[src/rtl/icache_responder.sv]
// Direct-mapped, one-word-per-line instruction cache responder.
// Hits answer in one cycle; misses fill the line from byte-wide memory over four reads.
module icache_responder #(
    parameter int unsigned INDEX_BITS = 6,
    parameter int unsigned ADDR_WIDTH = 32
) (
    input  logic                  clk,
    input  logic                  rst,
    input  logic                  ena,
    input  logic                  flush,
    input  logic                  fetch_req,
    input  logic [ADDR_WIDTH-1:0] fetch_pc,
    output logic                  fetch_ready,
    output logic                  inst_valid,
    output logic [31:0]           inst,
    output logic                  mem_valid,
    output logic [ADDR_WIDTH-1:0] mem_addr,
    input  logic [7:0]            mem_din
);

    localparam int unsigned Lines   = 2 ** INDEX_BITS;
    localparam int unsigned TagBits = ADDR_WIDTH - INDEX_BITS - 2;

    typedef enum logic [0:0] {StIdle, StFill} state_e;

    state_e state_q, state_d;

    logic [Lines-1:0]   valid_q;
    logic [TagBits-1:0] tag_q  [Lines];
    logic [31:0]        data_q [Lines];

    logic [2:0]            cnt_q, cnt_d;
    logic [23:0]           buf_q, buf_d;
    logic [ADDR_WIDTH-1:0] base_q, base_d;
    logic [ADDR_WIDTH-1:0] mem_addr_q, mem_addr_d;
    logic                  mem_valid_q, mem_valid_d;
    logic                  inst_valid_q, inst_valid_d;
    logic [31:0]           inst_q, inst_d;
    logic                  line_we;

    logic [INDEX_BITS-1:0] req_idx, fill_idx;
    logic [TagBits-1:0]    req_tag, fill_tag;
    logic                  hit;
    logic [31:0]           line_word;

    assign req_idx   = fetch_pc[INDEX_BITS+1:2];
    assign req_tag   = fetch_pc[ADDR_WIDTH-1:INDEX_BITS+2];
    assign fill_idx  = base_q[INDEX_BITS+1:2];
    assign fill_tag  = base_q[ADDR_WIDTH-1:INDEX_BITS+2];
    assign hit       = valid_q[req_idx] && (tag_q[req_idx] == req_tag);
    assign line_word = {mem_din, buf_q};

    // State register
    always_ff @(posedge clk or posedge rst) begin
        if (rst) begin
            state_q <= StIdle;
        end else if (ena) begin
            state_q <= state_d;
        end
    end

    // Next-state logic
    always_comb begin
        state_d = state_q;
        unique case (state_q)
            StIdle: if (!flush && fetch_req && !hit) state_d = StFill;
            StFill: if (flush || cnt_q == 3'd4) state_d = StIdle;
            default: state_d = StIdle;
        endcase
    end

    // Datapath and output next values; flush suppresses everything that would otherwise fire.
    always_comb begin
        cnt_d        = cnt_q;
        buf_d        = buf_q;
        base_d       = base_q;
        mem_valid_d  = 1'b0;
        mem_addr_d   = mem_addr_q;
        inst_valid_d = 1'b0;
        inst_d       = inst_q;
        line_we      = 1'b0;
        if (!flush) begin
            unique case (state_q)
                StIdle: begin
                    if (fetch_req && hit) begin
                        inst_valid_d = 1'b1;
                        inst_d       = data_q[req_idx];
                    end else if (fetch_req) begin
                        base_d      = {fetch_pc[ADDR_WIDTH-1:2], 2'b00};
                        mem_valid_d = 1'b1;
                        mem_addr_d  = {fetch_pc[ADDR_WIDTH-1:2], 2'b00};
                        cnt_d       = 3'd0;
                        buf_d       = '0;
                    end
                end
                StFill: begin
                    cnt_d = cnt_q + 3'd1;
                    // Byte for the address issued in cycle cnt-1 is on mem_din now
                    unique case (cnt_q)
                        3'd1:    buf_d[7:0]   = mem_din;
                        3'd2:    buf_d[15:8]  = mem_din;
                        3'd3:    buf_d[23:16] = mem_din;
                        default: ;
                    endcase
                    if (cnt_q < 3'd3) begin
                        mem_valid_d = 1'b1;
                        mem_addr_d  = mem_addr_q + ADDR_WIDTH'(1);
                    end
                    if (cnt_q == 3'd4) begin
                        line_we      = 1'b1;
                        inst_valid_d = 1'b1;
                        inst_d       = line_word;
                    end
                end
                default: ;
            endcase
        end
    end

    always_ff @(posedge clk or posedge rst) begin
        if (rst) begin
            cnt_q        <= '0;
            buf_q        <= '0;
            base_q       <= '0;
            mem_valid_q  <= 1'b0;
            mem_addr_q   <= '0;
            inst_valid_q <= 1'b0;
            inst_q       <= '0;
            valid_q      <= '0;
        end else if (ena) begin
            cnt_q        <= cnt_d;
            buf_q        <= buf_d;
            base_q       <= base_d;
            mem_valid_q  <= mem_valid_d;
            mem_addr_q   <= mem_addr_d;
            inst_valid_q <= inst_valid_d;
            inst_q       <= inst_d;
            if (flush) begin
                valid_q <= '0;
            end else if (line_we) begin
                valid_q[fill_idx] <= 1'b1;
            end
        end
    end

    // Tag and data arrays need no reset: valid bits gate every use
    always_ff @(posedge clk) begin
        if (ena && line_we) begin
            tag_q[fill_idx]  <= fill_tag;
            data_q[fill_idx] <= line_word;
        end
    end

    assign fetch_ready = (state_q == StIdle);
    assign inst_valid  = inst_valid_q;
    assign inst        = inst_q;
    assign mem_valid   = mem_valid_q;
    assign mem_addr    = mem_addr_q;

endmodule

[config.mk]
export PLATFORM = sky130hd
export DESIGN_NAME = icache_responder
export DESIGN_NICKNAME = d
export VERILOG_FILES = /design/src/rtl/icache_responder.sv
export SDC_FILE = /design/constraint.sdc
export NUM_CORES = 2
export LEC_CHECK = 0
export BUFFER_PORTS_ARGS = -buffer_cell sky130_fd_sc_hd__buf_2
export CAP_MARGIN = 25
export CORE_UTILIZATION = 30
export CTS_BUF_LIST = sky130_fd_sc_hd__clkbuf_8
export CTS_CLUSTER_SIZE = 24
export DETAILED_ROUTE_END_ITERATION = 8
export SYNTH_ARGS = -nofsm -noshare
export SYNTH_HDL_FRONTEND = slang
export SYNTH_SLANG_ARGS = --single-unit
[constraint.sdc]
create_clock -name clk -period 12.8 [get_ports clk]
set_input_delay 3.2 -clock clk [delete_from_list [all_inputs] [get_ports clk]]
set_output_delay 3.2 -clock clk [all_outputs]
set_load 0.02 [all_outputs]
Word level (Yosys, flattened, before mapping):

Memory sizes are Yosys's and may differ from the RTL's.
Index checks and enable logic that the tools add are counted.

* add/sub/neg operators: 2
* order comparisons: 4
* equal/unequal tests: 13
* muxes and demuxes: 38
* bitwise logic cells: 4
* reductions and logical operators: 18

Operators by type and width (number)
* 32-bit 2-to-1 mux: 5
* 64-bit 2-to-1 mux: 2
* 32-bit case mux with 2 select lines: 2
* 64-bit OR: 1
* 24-bit 2-to-1 mux: 2
* 24-bit case mux with 2 select lines: 1
* 32-bit by 1-bit adder with 32-bit output (second input constant): 1
* 5-bit AND reduction: 5
* 24-bit == test: 1
* 8-bit 2-to-1 mux: 3
* 1-bit 2-to-1 mux: 15
* 6-bit by 7-bit less-than comparator with 1-bit output (second input constant): 2
* 2-bit by 1-bit != test with 1-bit output (second input constant): 6
* 4-bit AND reduction: 2
* 1-bit binary-select mux with 6-bit select: 1
* 1-bit demux with 6-bit select: 1
* 3-bit by 2-bit == test with 1-bit output (second input constant): 2
* 6-bit by 1-bit >= comparator with 1-bit output (second input constant): 1
* 1-bit logical AND: 6
* 3-bit 2-to-1 mux: 2
* 1-bit case mux with 2 select lines: 3
* 3-bit case mux with 2 select lines: 1
* 2-bit != test (second input constant): 2
* 3-bit by 1-bit adder with 3-bit output (second input constant): 1
* 8 further kinds: 11

* register bits after elaboration: 188
* RAM bits: 3584
* input port bits: 45
* output and inout port bits: 67
* logic and storage cells: 92
* memories kept: 2

Memory list
* data_q: words 64, bits a word 32, read ports 1, clocked after Yosys merged registers in 0, wr ports 1, line 30 `logic [31:0] data_q [Lines];`
* tag_q: words 64, bits a word 24, read ports 1, clocked after Yosys merged registers in 0, wr ports 1, line 29 `logic [TagBits-1:0] tag_q [Lines];`

Depth between registers and ports, before layout:

* word-level depth: 7
* depth in mapped cells: 19
* gate-level depth less buffers: 10

Least setup slack after synthesis:

Ideal clock, no wire load.

* path type: input to register
* start point: input flush
* end point: memory data_q[24][0], enable pin
* library setup time: 0.472 ns
* arrival: 6.740 ns
* required time: 12.328 ns
* slack: 5.589 ns
* stages on the path: 6
* buffers on the path: 0
* path through: nand2b_1 -> nor2_1 -> nand3_1 -> nor2_1 -> nand3_1 -> nor2_1

* cells in the longest elaborated chain, start to end: 4

Ends and longest elaborated chain
* from (decl): line 10 `input logic flush,`
* 1-bit 2-to-1 mux: line 82 `if (!flush) begin`
* 1-bit logical AND: line 148 `if (ena && line_we) begin`
* 1-bit 2-to-1 mux: line 148
* 1-bit 2-to-1 mux (implied by the code): line 150 `data_q[fill_idx] <= line_word;`
* to (decl): line 30

No other way between the ends.

Worst setup path after layout:

* start point: input fetch_pc[6]
* end point: register inst_q[30] (netlist: inst[30])

* cells in the longest elaborated chain, start to end: 6
* elaborated cells on any way between the ends: 11
* those cells by class: eq/ne: 2; mux: 4; reduce/logical: 3; memory: 2

Ends and longest elaborated chain
* from (decl): line 12 `input logic [ADDR_WIDTH-1:0] fetch_pc,`
* memory 64 x 24 bit or 1-bit binary-select mux with 6-bit select (tied branches)
* 24-bit == test or 1-bit 2-to-1 mux (tied branches): line 50 `assign hit = valid_q[req_idx] && (tag_q[req_idx] == req_tag);`
* 1-bit logical AND: line 50
* 1-bit logical AND: line 85 `if (fetch_req && hit) begin`
* 2-bit by 1-bit != test with 1-bit output (no line)
* 4-bit AND reduction (no line)
* to (signal assigned): line 137 `inst_q <= inst_d;`
* to (decl): line 38 `logic [31:0] inst_q, inst_d;`

Several ways; a longest one is shown, not always the timed one. The select of a mux whose other input is x is not followed.
A chain may end at the register's enable or synchronous reset.

==> reports/results.tsv <==
metric	value	unit
outcome	finished clean	
power.density_cell_area	160.1	nW/um^2
hold_viol	0	
synthSimpleGateAreaFrac	2.119	%
cts_hold_repair.buffers	0	
first_pass_grt_wire_length	609100	um
post_drt_via_cell_ratio	5.378	
detailedPlace.worstSlack	2829	ps
rsz0062_at_grt	no	
setup_violations	0	
postSynth.topFlopCell	edfxtp_1	
buffer_ports.inserted	109	
critPathMostFrequentCell	buf_4	
remaining_drc_errors	0	
layout.cells.most_common	edfxtp_1	
numCtsBuffers	589	
ant_nets	0	
worst_ep_required_time	13810	ps
dpl.hpwl	237400	um
share_of_layout_cells_above_drive_strength_1	27.56	%
syn-instance-count	6879	
number_of_antenna_violations_at_the_first_check_in_global_routing	26	
critPathLaunchType	input port	
groute.usage.overall	17.45	%
fp.dieArea	493500	um^2
whs_path_depth	1	
design.final.nets	7505	
syn_area	147200	um^2
place.gp.congestion	0.8070	
initial_core_util	30.20	%
synthAdderAreaFrac	0.05099	%
timing.critical_path.arrival	9930	ps
insertion_delay	1230	ps
final.fill_count	45210	
num_vias	77260	
first_iteration_detailed_routing_drc_count	10690	
power.leakage	0.05352	uW
ys_seq_elements	3772	
slowest_stage	nor4_1	
post_cts_repair_resize_count	0	
synth-edff-count	3584	
cts_sinks	3772	
first_pass_iters	8	
mostFrequentLayoutCells	edfxtp_1, mux4_2, clkbuf_8	
share_of_flip_flops_with_an_asynchronous_set_or_reset	4.984	%
cts.repair_timing.setup_buffer_count	0	
fp.dieH	702.5	um
report.final.slew_viol_count	0	
rows	256	
crit_path_max_fanout	34	
max_clock_freq	112.1	MHz
seq_total_area_yosys	76.30	%
max_capacitance_violation_count	0	
tritoncts	done	
worstSetupPathType	in -> reg	
die-width	702.5	um
area_growth	13.83	%
wirelength	443800	um
synth_top_family_by_area	multiplexers	
routed_wire_length_per_instance	30.89	um
worst_slew_margin_rel	23.66	%
congestion_overflow_gr	0	
vdd_drop_max	105.0	uV
final.min_clock_period	8923	ps
worst_r2r_path_depth	12	
cp-end-kind	register	
post_synth.cell_area_avg	21.40	um^2
cp_cell_sequence	buf_6 > buf_4 > nand2b_1 > a221oi_1 > o21ai_0 > o21ai_0 > o22ai_1 > xnor2_1 > nor4_1 > and4_4 > buf_4 > and2_2 > buf_4 > o21ai_1	
finalSetupTns	0	ps
largest_net_degree_at_the_start_of_global_routing	133	
cts_htree_levels	6	
floorplan.io_pins	112	
core	487500	um^2
xor_and_xnor_fraction_of_the_mapped_netlist_area	0.1011	%
worst_pin_slew	1145	ps
root_buffer	clkbuf_8	
setup_ws	3877	ps
synth.mux.area_fraction	16.79	%
synth-compound-area-share	3.189	%
cts_max_path_buffers	4	
yosys.cell_types.count	70	
post-route-period-util	69.71	%
timing.critical_path.slowest_cell_delay	960	ps
via_count_of_the_first_global_routing_pass	77190	
hold_path.class	reg -> reg	
clk_pin_slew	60	ps
finalClockSkew	97.37	ps
synth_fp_nets	6930	
yosysWarningCount	0	
## Yosys cell counts, drive strengths merged (8+ instances only)
library cell / instances / share of area [%]
a31oi: 10 / 0.042
nand2b: 12 / 0.051
nand3: 91 / 0.31
nor2b: 21 / 0.089
a221o: 8 / 0.054
a22oi: 173 / 0.88
o21a: 73 / 0.37
mux2i: 369 / 2.5
dfrtp: 188 / 3.2
or3: 11 / 0.047
o22ai: 20 / 0.085
a221oi: 40 / 0.24
inv: 18 / 0.046
a222oi: 32 / 0.22
o21ai: 126 / 0.43
nor3: 43 / 0.15
clkbuf: 182 / 0.46
mux4: 902 / 14
xnor2: 13 / 0.077
and3: 11 / 0.047
a211oi: 12 / 0.061
a22o: 53 / 0.32
or2: 8 / 0.034
and2: 28 / 0.12
edfxtp: 3584 / 73
mux2: 63 / 0.48
a21oi: 61 / 0.21
nor2: 199 / 0.51
nand4: 18 / 0.076
nand2: 207 / 0.53
buf: 213 / 0.94
## metal layers
metal	GRT usage [%]	vias up	wire, um
li1	-	30180	-
met1	23.20	41990	172800
met2	28.78	4352	215200
met3	3.291	738	40730
met4	5.882	2	15000
met5	0	-	13
## power by group
part,switching [uW],internal (uW),leakage (uW)
Clock,4740,4590,0.00623
Combinational,1780,730,0.0129
Sequential,292,14700,0.0343
Total,6800,20000,0.0535
## path summary, 6_finish.rpt
kind                                               from                       to  slack (ps)
min in group asynchronous                           rst  valid_q[24]$_DFFE_PP0P_        2190
worst max register to register  tag_q[16][17]$_DFFE_PP_     inst[30]$_DFFE_PP0P_        7160
worst max-delay path                        fetch_pc[6]     inst[30]$_DFFE_PP0P_        3880
max in group asynchronous                           rst     buf_q[4]$_DFFE_PP0P_        9170
worst min-delay path            valid_q[39]$_DFFE_PP0P_  valid_q[39]$_DFFE_PP0P_         490
worst min register to register  valid_q[39]$_DFFE_PP0P_  valid_q[39]$_DFFE_PP0P_         490
## cell type report
type,instances,area [um^2],share of cell area (%)
clock buffers,617,8492,5.067
flip-flops and latches,3772,112400,67.05
inverters,18,82.58,0.04928
clock inverters,424,2088,1.246
repair buffers,379,3129,1.867
diodes,11,27.53,0.01643
multi-input cells,2694,33330,19.89
well taps,6450,8070,4.816
## through the flow
| stage | utilization (%) | hold WS (ps) | cells | instance area [um^2] | power, uW |
|---|---|---|---|---|---|
| finish | 34.38 | 485.8 | 14370 | 167600 | 26830 |
| global route | 34.37 | 503.0 | 14360 | 167600 | 27600 |
| CTS | 34.29 | 488.4 | 14330 | 167200 | 26830 |
| detailed placement | 32.12 | 474.5 | 13290 | 156600 | 17630 |
| global placement | 32.08 | 467.6 | 13290 | 156400 | 17460 |
| floorplan | - | 458.9 | 6879 | 147200 | 16620 |
## cells by family after synthesis
logic type      after synthesis
xor+xnor                     17
mux                        1334
fa+ha+maj                     6
compound gates              657
simple gates                680
flops                      3772
buf+inv                     413
## critical path, delay by kind of cell
family / cells / cell delay (ps)
compound gates: 5 / 1150
xor+xnor: 1 / 230
buf+inv: 4 / 2190
simple gates: 4 / 2970
## registers in the layout, summed over array words and instances (netlist names)
signal,count
base_q,30
buf_q,24
cnt_q,3
data_q,2048
inst,32
inst_valid,1
mem_addr,32
mem_valid,1
state_q,1
tag_q,1536
valid_q,64
Note: power is estimated with default switching activity, not from simulation.
